==> config.mk <==
export PLATFORM = sky130hd
export DESIGN_NAME = seq_div
export DESIGN_NICKNAME = d
export VERILOG_FILES = /design/src/rtl/seq_div_pkg.sv /design/src/rtl/seq_div_step.sv /design/src/rtl/seq_div.sv
export SDC_FILE = /design/constraint.sdc
export NUM_CORES = 1
export LEC_CHECK = 0
export BUFFER_PORTS_ARGS = -buffer_cell sky130_fd_sc_hd__buf_2
export CAP_MARGIN = 0
export CORE_ASPECT_RATIO = 1.4
export CORE_MARGIN = 8
export CORE_UTILIZATION = 55
export DETAILED_ROUTE_END_ITERATION = 16
export PLACE_DENSITY_LB_ADDON = 0.25
export SLEW_MARGIN = 5
export SYNTH_ARGS = -nofsm -noshare
export SYNTH_HDL_FRONTEND = slang
export SYNTH_SLANG_ARGS = --single-unit
export TNS_END_PERCENT = 1
==> constraint.sdc <==
create_clock -name Clk -period 3.93 [get_ports Clk]
set_clock_uncertainty 0.1 [all_clocks]
set_input_delay 0.393 -clock Clk [delete_from_list [all_inputs] [get_ports Clk]]
set_output_delay 0.393 -clock Clk [all_outputs]
set_load 0.02 [all_outputs]
==> src/rtl/seq_div_pkg.sv <==
// Shared definitions for the sequential unsigned divider (DIVU/REMU datapath).
package seq_div_pkg;

  // Default operand width of the M-extension datapath.
  localparam int W_DEF = 64;

  // Quotient reported for a zero divisor (all ones, RISC-V DIVU semantics).
  localparam logic [W_DEF-1:0] DIV_ZERO_Q = {W_DEF{1'b1}};

  // Divider sequencer states.
  typedef enum logic [1:0] {
    ST_IDLE = 2'd0,
    ST_RUN  = 2'd1
  } state_t;

endpackage

==> src/rtl/seq_div_step.sv <==
// One restoring shift-subtract iteration: shift the next dividend bit into the
// partial remainder, trial-subtract the divisor and keep the result if no borrow.
module seq_div_step
  import seq_div_pkg::*;
#(
  parameter int W = W_DEF
) (
  input  logic [W-1:0] p,
  input  logic         q_msb,
  input  logic [W-1:0] d,
  output logic [W-1:0] p_next,
  output logic         q_bit
);

  logic [W:0] t_s;

  // Trial subtraction in W+1 bits; the top bit is the borrow (negative result).
  always_comb begin
    t_s = {p, q_msb} - {1'b0, d};
    if (t_s[W] == 1'b0) begin
      q_bit  = 1'b1;
      p_next = t_s[W-1:0];
    end else begin
      // Restore: the shifted value is below d, so it fits in W bits.
      q_bit  = 1'b0;
      p_next = {p[W-2:0], q_msb};
    end
  end

endmodule

==> src/rtl/seq_div.sv <==
// Sequential unsigned divider: one quotient bit per clock, quotient and
// remainder registered, divide-by-zero handled without running the loop.
module seq_div
  import seq_div_pkg::*;
#(
  parameter int W    = W_DEF,
  parameter int CNTW = 7
) (
  input  logic         Clk,
  input  logic         Rst,
  input  logic         L,
  input  logic [W-1:0] a,
  input  logic [W-1:0] b,
  output logic [W-1:0] q,
  output logic [W-1:0] r,
  output logic         busy,
  output logic         done,
  output logic         dz
);

  state_t          state_r;
  logic [CNTW-1:0] cnt_r;
  // The partial remainder stays below the divisor between iterations, so
  // its (W+1)-th bit is always zero and only the low W bits are stored.
  logic [W-1:0]    p_r;
  logic [W-1:0]    q_sr_r;
  logic [W-1:0]    d_r;
  logic            dzp_r;   // zero-divisor result due on the next edge
  logic [W-1:0]    q_r;
  logic [W-1:0]    r_r;
  logic            busy_r;
  logic            done_r;
  logic            dz_r;

  logic [W-1:0]    p_nxt_s;
  logic            q_bit_s;

  seq_div_step #(.W(W)) u_step (
    .p      (p_r),
    .q_msb  (q_sr_r[W-1]),
    .d      (d_r),
    .p_next (p_nxt_s),
    .q_bit  (q_bit_s)
  );

  // Sequencer: load/abort on L, iterate in RUN, publish results with a done pulse.
  always_ff @(posedge Clk) begin
    if (Rst) begin
      state_r <= ST_IDLE;
      cnt_r   <= '0;
      p_r     <= '0;
      q_sr_r  <= '0;
      d_r     <= '0;
      dzp_r   <= 1'b0;
      q_r     <= '0;
      r_r     <= '0;
      busy_r  <= 1'b0;
      done_r  <= 1'b0;
      dz_r    <= 1'b0;
    end else begin
      done_r <= 1'b0;
      if (L) begin
        // A load in any state discards whatever was in flight.
        d_r    <= b;
        q_sr_r <= a;
        p_r    <= '0;
        cnt_r  <= '0;
        if (b != '0) begin
          state_r <= ST_RUN;
          busy_r  <= 1'b1;
          dzp_r   <= 1'b0;
        end else begin
          state_r <= ST_IDLE;
          busy_r  <= 1'b0;
          dzp_r   <= 1'b1;
        end
      end else begin
        case (state_r)
          ST_IDLE: begin
            if (dzp_r) begin
              q_r    <= {W{1'b1}};
              r_r    <= q_sr_r;
              dz_r   <= 1'b1;
              done_r <= 1'b1;
              dzp_r  <= 1'b0;
            end else begin
              dzp_r  <= 1'b0;
            end
          end
          ST_RUN: begin
            p_r    <= p_nxt_s;
            q_sr_r <= {q_sr_r[W-2:0], q_bit_s};
            cnt_r  <= cnt_r + {{(CNTW-1){1'b0}}, 1'b1};
            if (cnt_r == CNTW'(W-1)) begin
              q_r     <= {q_sr_r[W-2:0], q_bit_s};
              r_r     <= p_nxt_s;
              dz_r    <= 1'b0;
              done_r  <= 1'b1;
              busy_r  <= 1'b0;
              state_r <= ST_IDLE;
            end else begin
              busy_r  <= 1'b1;
            end
          end
          default: begin
            state_r <= ST_IDLE;
            busy_r  <= 1'b0;
          end
        endcase
      end
    end
  end

  assign q    = q_r;
  assign r    = r_r;
  assign busy = busy_r;
  assign done = done_r;
  assign dz   = dz_r;

endmodule

==> results of run 1 <==
[worst paths after layout]
check / end / slack, ns / depth (start not counted)
worst max-delay path: r[49] / 0.12 / 12
worst min-delay path: q_sr_r[49] / 0.003 / 3
worst max register to register: r[49] / 0.12 / 12
worst min register to register: r[42] / 0.38 / 2
[state kept, by name (all words and copies together), names as in the netlist]
signal,count
cnt_r,7
dzp_r,1
done,1
q,64
r,64
d_r,64
dz,1
p_r,64
busy,1
q_sr_r,64
state_r,1
[routing by layer]
metal	global-route usage, %	vias up	wire (um)
li1	-	8590	-
met1	31.84	8530	22210
met2	57.51	731	32670
met3	4.734	278	3412
met4	27.45	0	6481
met5	0	-	0
[kinds of logic after synthesis]
logic type | after synthesis | share of synthesized area [%]
DFF | 332 | 36.46
adders and majority gates | 66 | 4.571
muxes | 139 | 7.646
xor gates and xnor gates | 51 | 2.450
and+or+nand+nor | 879 | 22.36
buffers and inverters | 262 | 5.827
AOI/OAI and AO/OA | 567 | 20.69
[where the power goes]
group / leakage [nW] / total (mW) / internal, mW / switching, mW
clock: 0.582 / 3.44 / 2.03 / 1.42
combinational: 6.03 / 2.48 / 0.875 / 1.60
sequential: 2.72 / 3.69 / 3.54 / 0.152
[cell usage in the layout (no fill, tap or decap), types with 9 or more instances in the layout]
master	Yosys	layout
nor2_1	423	421
dfxtp_1	332	331
buf_2	21	259
a21oi_1	196	195
nor3_1	157	157
mux2i_1	137	137
o21ai_0	118	117
nand2_1	105	105
inv_1	90	90
ha_1	65	65
dlygate4sd3_1	0	42
nand3b_1	41	41
buf_4	6	36
clkbuf_16	0	35
xor2_1	34	34
nand4_1	30	30
a211oi_1	34	29
a21o_1	27	27
and2_1	21	21
o41ai_1	21	21
o41ai_2	21	21
nor4_1	19	19
xnor2_1	17	17
nand3_1	16	16
o21bai_1	14	14
a31oi_1	14	14
and3_1	14	14
a221oi_1	14	13
or3_1	13	13
clkbuf_8	0	13
o211ai_1	12	12
o21a_1	11	11
o21ai_1	9	9
[cell type report]
cell class,count,area [um2],share of cell area [%]
multi-input cells,1702,10590,49.46
clock inverters,8,117.6,0.5495
diodes,1,2.502,0.01169
flip-flops and latches,332,6650,31.07
inverters,91,342.8,1.602
well taps,445,556.8,2.602
clock buffers,53,1074,5.016
repair buffers,342,2073,9.687
[worst reg2reg max path, delay by kind of cell, from the launching register on]
kind	cells	cell delay, ns
AOI/OAI and AO/OA	6	1.94
DFF	1	0.33
and+or+nand+nor	2	0.42
buffers and inverters	3	0.47
adders and majority gates	1	0.43
[what timing repair did]
action,CTS,global route
endpoints found under the hold margin,42,0
pin swaps,0,1
endpoints found under the setup margin,2,69
gates resized for setup,2,6
hold buffers,42,0
gates cloned,0,0
buffers inserted,0,4
==> impl_metrics.json, run 1 <==
{
  "io_buffers": 261,
  "synthMostInstantiatedCell": "nor2_1",
  "yosys.cell_types.count": 82,
  "syn_area_mm2": 0.01823,
  "clkSinkCount": 332,
  "clock.fmax_mhz": 262.6,
  "synth_commonest_cells": "nor2_1, dfxtp_1, a21oi_1",
  "synth_largest_area_cell": "dfxtp_1",
  "drive_gt1_share_pct": 16.30,
  "power.leakage_nw": 9.330,
  "grt_start_max_net_pins": 177,
  "worst_setup_path_start_kind": "flop",
  "clk_transition_reported_paths_ns": 0.06,
  "fin_cells": 2974,
  "core.rowCount": 79,
  "timing.setup.tns_ns": 0,
  "max_stage_delay_on_crit_path_ns": 0.62,
  "finalHoldViolCount": 0,
  "cell_types_with_the_largest_area_share_after_synthesis": "dfxtp_1, nor2_1, mux2i_1, a21oi_1, ha_1",
  "synth.yosys.warnings": 0,
  "timing.setup.critical_path_class": "flop to flop",
  "hold_ws_ns": 0.002965,
  "number_of_iterations_in_the_first_detailed_routing_pass": 6,
  "remaining_drc_errors": 0,
  "dp_hpwl_mm": 48.14,
  "grt_pass1_wl_mm": 98.68,
  "grt_usage_pct": 31.99,
  "post_drt_via_cell_ratio": 6.096,
  "wl_mm": 64.77,
  "worst-endpoint-required_ns": 4.26,
  "die_w_um": 169.9,
  "dp.cells": 2866,
  "cp_data_arrival_time_ns": 4.13,
  "crit_end_element": "flop",
  "wl_per_cell_um": 21.78,
  "nFillCells": 2868,
  "tritoncts": "done",
  "timing.critical_path.mode_cell": "buf_4",
  "overflow_left_after_global_routing": 0,
  "run_status": "finished, final reports clean",
  "path_cells": "inv_1, ha_1, nand2_1, o21ai_0, a21oi_1, o41ai_1, or2_1, o211ai_4, buf_4, buf_4, o41a_1, a221oi_1",
  "grt_antenna_before_repair": 1,
  "post_synth_top_area_share_pct": 36.46,
  "crit_reg_reg_startpoint": "d_r[55]",
  "critPathLaunch": "d_r[55]",
  "cap_violations": 0,
  "post-layout-total-power_mw": 9.614,
  "synth_top_flop_cell": "dfxtp_1",
  "timing.final.ws_setup_ns": 0.1213,
  "synthToLayoutAreaGrowth_pct": 17.41,
  "synth_async_sr_flop_share_pct": 0,
  "antenna_violating_nets_post_route": 0,
  "core_region_area_mm2": 0.03292,
  "pre_cts_ws_ns": 0.04928,
  "final.period_utilization_pct": 96.91,
  "cpLargestDelayFamily": "compound AO/OA/AOI/OAI gates",
  "cts_root_buffer": "clkbuf_16",
  "synth_area_per_cell_um2": 7.939,
  "floorplan.die_area_mm2": 0.03931,
  "critical-path-slowest-cell": "o41ai_1",
  "htree_num_levels": 2,
  "post-route-util_pct": 65.02,
  "synth_enable_flop_cells": 0,
  "grt_pass1_vias": 17830,
  "synth_cells": 2296,
  "report.final.setup_viol": 0,
  "vdd_drop_max_mv": 0.4682,
  "hold_path.class": "input pin to flop",
  "drv_slew": 0,
  "relSlewSlack_pct": 14.49,
  "clk_path_buf_depth": 3,
  "power_density_mw_per_mm2": 449.2,
  "synth_seq_cells": 332,
  "drt_iter0_drc": 1417,
  "max_slew.worst_pin.slew_ns": 1.283,
  "start_util_pct": 55.38,
  "crit_path_max_fanout": 11,
  "gp_routability_congestion": 1.090,
  "final_period_minus_worst_setup_slack_ns": 3.809,
  "clock_latency_late_sink_ns": 0.55,
  "synthesized_nets": 2493,
  "boundaryPins": 262,
  "routed-via-count": 18130,
  "cell_area_after_layout_mm2": 0.02140,
  "worstPathBufferInverterCount": 3,
  "die_h_um": 231.4,
  "placedInstanceArea_mm2": 0.01972,
  "synth.yosys.seq_area_share_pct": 36.46,
  "cts_made_buffers": 34,
  "min_delay_src": "a[49]",
  "nets_final": 2700
}
Note: power is estimated with default switching activity, not from simulation.
==> run 2, diff against run 1 <==
Settings changed: CORE_MARGIN 8 to 1.5, SYNTH_HIERARCHICAL set to 1.
==> run 2 against run 1 <==
  * The flow now finishes with violations (setup timing)
  * Maximum frequency is 3.5% lower
  * Design area is 0.63% higher
  * Critical path depth is 7 higher
  * Synthesized cell count is 12% lower
  * Sequential power is 4% lower
  * Via count is 13% lower
  * First-iteration DRC count is 36% lower
  * Die area is 11% lower
==> impl_metrics.json, run 2 <==
{
  "cap_violations": 0,
  "wl_mm": 51.94,
  "grt_usage_pct": 28.81,
  "grt_antenna_before_repair": 3,
  "vdd_drop_max_mv": 0.2775,
  "synth_top_flop_cell": "dfxtp_1",
  "htree_num_levels": 2,
  "worst-endpoint-required_ns": 4.20,
  "nets_final": 2433,
  "gp_routability_congestion": 0.9312,
  "synthMostInstantiatedCell": "dfxtp_1",
  "drv_slew": 0,
  "core.rowCount": 79,
  "timing.setup.critical_path_class": "flop to flop",
  "post-route-util_pct": 64.84,
  "grt_pass1_vias": 15200,
  "synth.yosys.seq_area_share_pct": 35.87,
  "layout.cells.most_common": "dfxtp_1",
  "wl_per_cell_um": 19.20,
  "cell_types_with_the_largest_area_share_after_synthesis": "dfxtp_1, mux2i_1, nor2_1, ha_1, a211oi_2",
  "p_clk_share_pct": 43.0,
  "comb_power_share_pct": 12.3,
  "tritoncts": "done",
  "start_util_pct": 55.79,
  "layout.area.seq_mm2": 0.006651,
  "power.share.switching_pct": 25.78,
  "synthToLayoutAreaGrowth_pct": 16.23,
  "core_region_area_mm2": 0.03321,
  "worst_setup_path_start_kind": "flop",
  "final_period_minus_worst_setup_slack_ns": 3.946,
  "cell_area_after_layout_mm2": 0.02154,
  "synth.yosys.warnings": 6,
  "failed_checks": "setup timing",
  "dp_hpwl_mm": 36.18,
  "post_synth_top_area_share_pct": 35.87,
  "clock.fmax_mhz": 253.4,
  "synth_async_sr_flop_share_pct": 0,
  "max_slew.worst_pin.slew_ns": 1.075,
  "commonest_non_fill_non_tap_cells_in_the_layout": "dfxtp_1, nor2_1, buf_2",
  "io_buffers": 261,
  "die_w_um": 158.1,
  "overflow_left_after_global_routing": 0,
  "run_status": "complete, but fails checks",
  "p_int_mw": 5.904,
  "relSlewSlack_pct": 28.36,
  "clock_latency_late_sink_ns": 0.53,
  "synth_cells": 2019,
  "pre_cts_ws_ns": -0.1269,
  "drive_gt1_share_pct": 24.99,
  "multi_input_area_mm2": 0.01080,
  "finalHoldViolCount": 0,
  "clk_path_buf_depth": 3,
  "routed-via-count": 15780,
  "report.final.setup_viol": 1,
  "boundaryPins": 262,
  "synth_area_per_cell_um2": 9.177,
  "grt_pass1_wl_mm": 79.54,
  "crit_path_max_fanout": 7,
  "nFillCells": 2868,
  "die_h_um": 220.2,
  "antenna_violating_nets_post_route": 0,
  "post_drt_via_cell_ratio": 5.835,
  "final.period_utilization_pct": 100.4,
  "grt_setup_unrepaired": "true",
  "floorplan.die_area_mm2": 0.03482,
  "synthesized_nets": 2216,
  "sequentialPowerShare_pct": 44.8,
  "hold_ws_ns": 0.01162,
  "yosys.cell_types.count": 72,
  "cp_data_arrival_time_ns": 4.22,
  "synth_commonest_cells": "dfxtp_1, mux2i_1, nor2_1",
  "clkSinkCount": 332,
  "remaining_drc_errors": 0,
  "hold_path.class": "input pin to flop",
  "p_sw_mw": 2.051,
  "cts_root_buffer": "clkbuf_16",
  "grt_start_max_net_pins": 189,
  "power_density_mw_per_mm2": 369.4,
  "number_of_iterations_in_the_first_detailed_routing_pass": 7,
  "syn_area_mm2": 0.01853,
  "clk_transition_reported_paths_ns": 0.06,
  "placedInstanceArea_mm2": 0.02000,
  "synth_seq_cells": 332,
  "crit_end_element": "flop",
  "synth_enable_flop_cells": 0,
  "cts_made_buffers": 36,
  "timing.final.ws_setup_ns": -0.01564,
  "synth_largest_area_cell": "dfxtp_1",
  "drt_iter0_drc": 902,
  "power.leakage_nw": 9.525
}
run 2: cell count changes after synthesis, sizes merged, moves of 53 or more:
cell   delta
a21oi    -53
mux2     +58
mux2i   +125
nor2    -163
nor3    -150
o221a    +64
run 2: path summary, 6_finish.rpt:
| kind | start | to | slack [ns] | cells after the start |
|---|---|---|---|---|
| max reg2reg | q_sr_r[63] | r[39] | -0.02 | 19 |
| min reg2reg | d_r[16] | d_r[16] | 0.40 | 2 |
| min | a[18] | q_sr_r[18] | 0.01 | 3 |
| max | q_sr_r[63] | r[39] | -0.02 | 19 |
run 2: power groups by stage:
stage | Clock, mW | Sequential [mW] | Combinational [mW]
after CTS | 3.47 | 3.56 | 0.957
final | 3.42 | 3.56 | 0.977
after floorplan | 0 | 3.58 | 0.689
after detailed placement | 0 | 3.63 | 0.937
after global routing | 3.61 | 3.57 | 1.07
after global placement | 0 | 3.63 | 0.925
run 2: area by class of cell:
class / count / share of cell area [%]
antenna: 3 / 0.03486
sequential: 332 / 30.89
timing repair buffer: 330 / 9.325
clock inverter: 13 / 0.7146
multi-input combinational: 1451 / 50.16
inverter: 85 / 1.505
clock buffer: 46 / 4.787
tap: 445 / 2.585
run 2: per-layer routing:
layer  track usage [%]  share of wire, %
met1             32.63                40
met2             54.98                54
met4             10.28               3.5
met5                 0                 0
met3             3.114               3.1
run 2: kinds of logic after synthesis:
logic type | count (synthesis) | synth area share (%)
AO/OA/AOI/OAI | 504 | 20.15
AND/OR/NAND/NOR | 498 | 11.47
flip-flops | 332 | 35.87
multiplexers | 322 | 18.47
buffers and inverters | 236 | 6.658
adder cells (fa/ha/maj) | 66 | 4.497
XOR/XNOR | 61 | 2.883
run 2: timing repair:
action	in CTS	in global routing
gates cloned	2	1
endpoints found under the hold margin	11	0
gates resized for setup	13	33
hold buffers	11	0
buffers inserted	3	1
setup endpoints to repair	83	124
pin swaps	6	23
run 2: through the flow:
stage / power (mW) / TNS [ns] / cells
after floorplan: 4.273 / 0 / 2019
after global routing: 8.243 / -15.82 / 2705
final: 7.955 / -0.01564 / 2705
after detailed placement: 4.568 / -3.364 / 2626
after CTS: 7.984 / 0 / 2701
after global placement: 4.554 / 0 / 2626
run 2: worst max-delay path, stage by stage, from the launching register on:
cell and delay (ns):
dfxtp_2 0.34, inv_2 0.05, ha_4 0.16, fa_2 0.39, nor2b_2 0.14, o31a_1 0.17, o21ai_2 0.08, a211oi_2 0.36
o31ai_4 0.11, a21oi_2 0.18, a31oi_2 0.12, o31ai_2 0.23, buf_4 0.16, xor2_4 0.15, buf_6 0.17, buf_12 0.15
buf_12 0.13, mux2_4 0.31, mux2i_2 0.19, a211oi_2 0.10
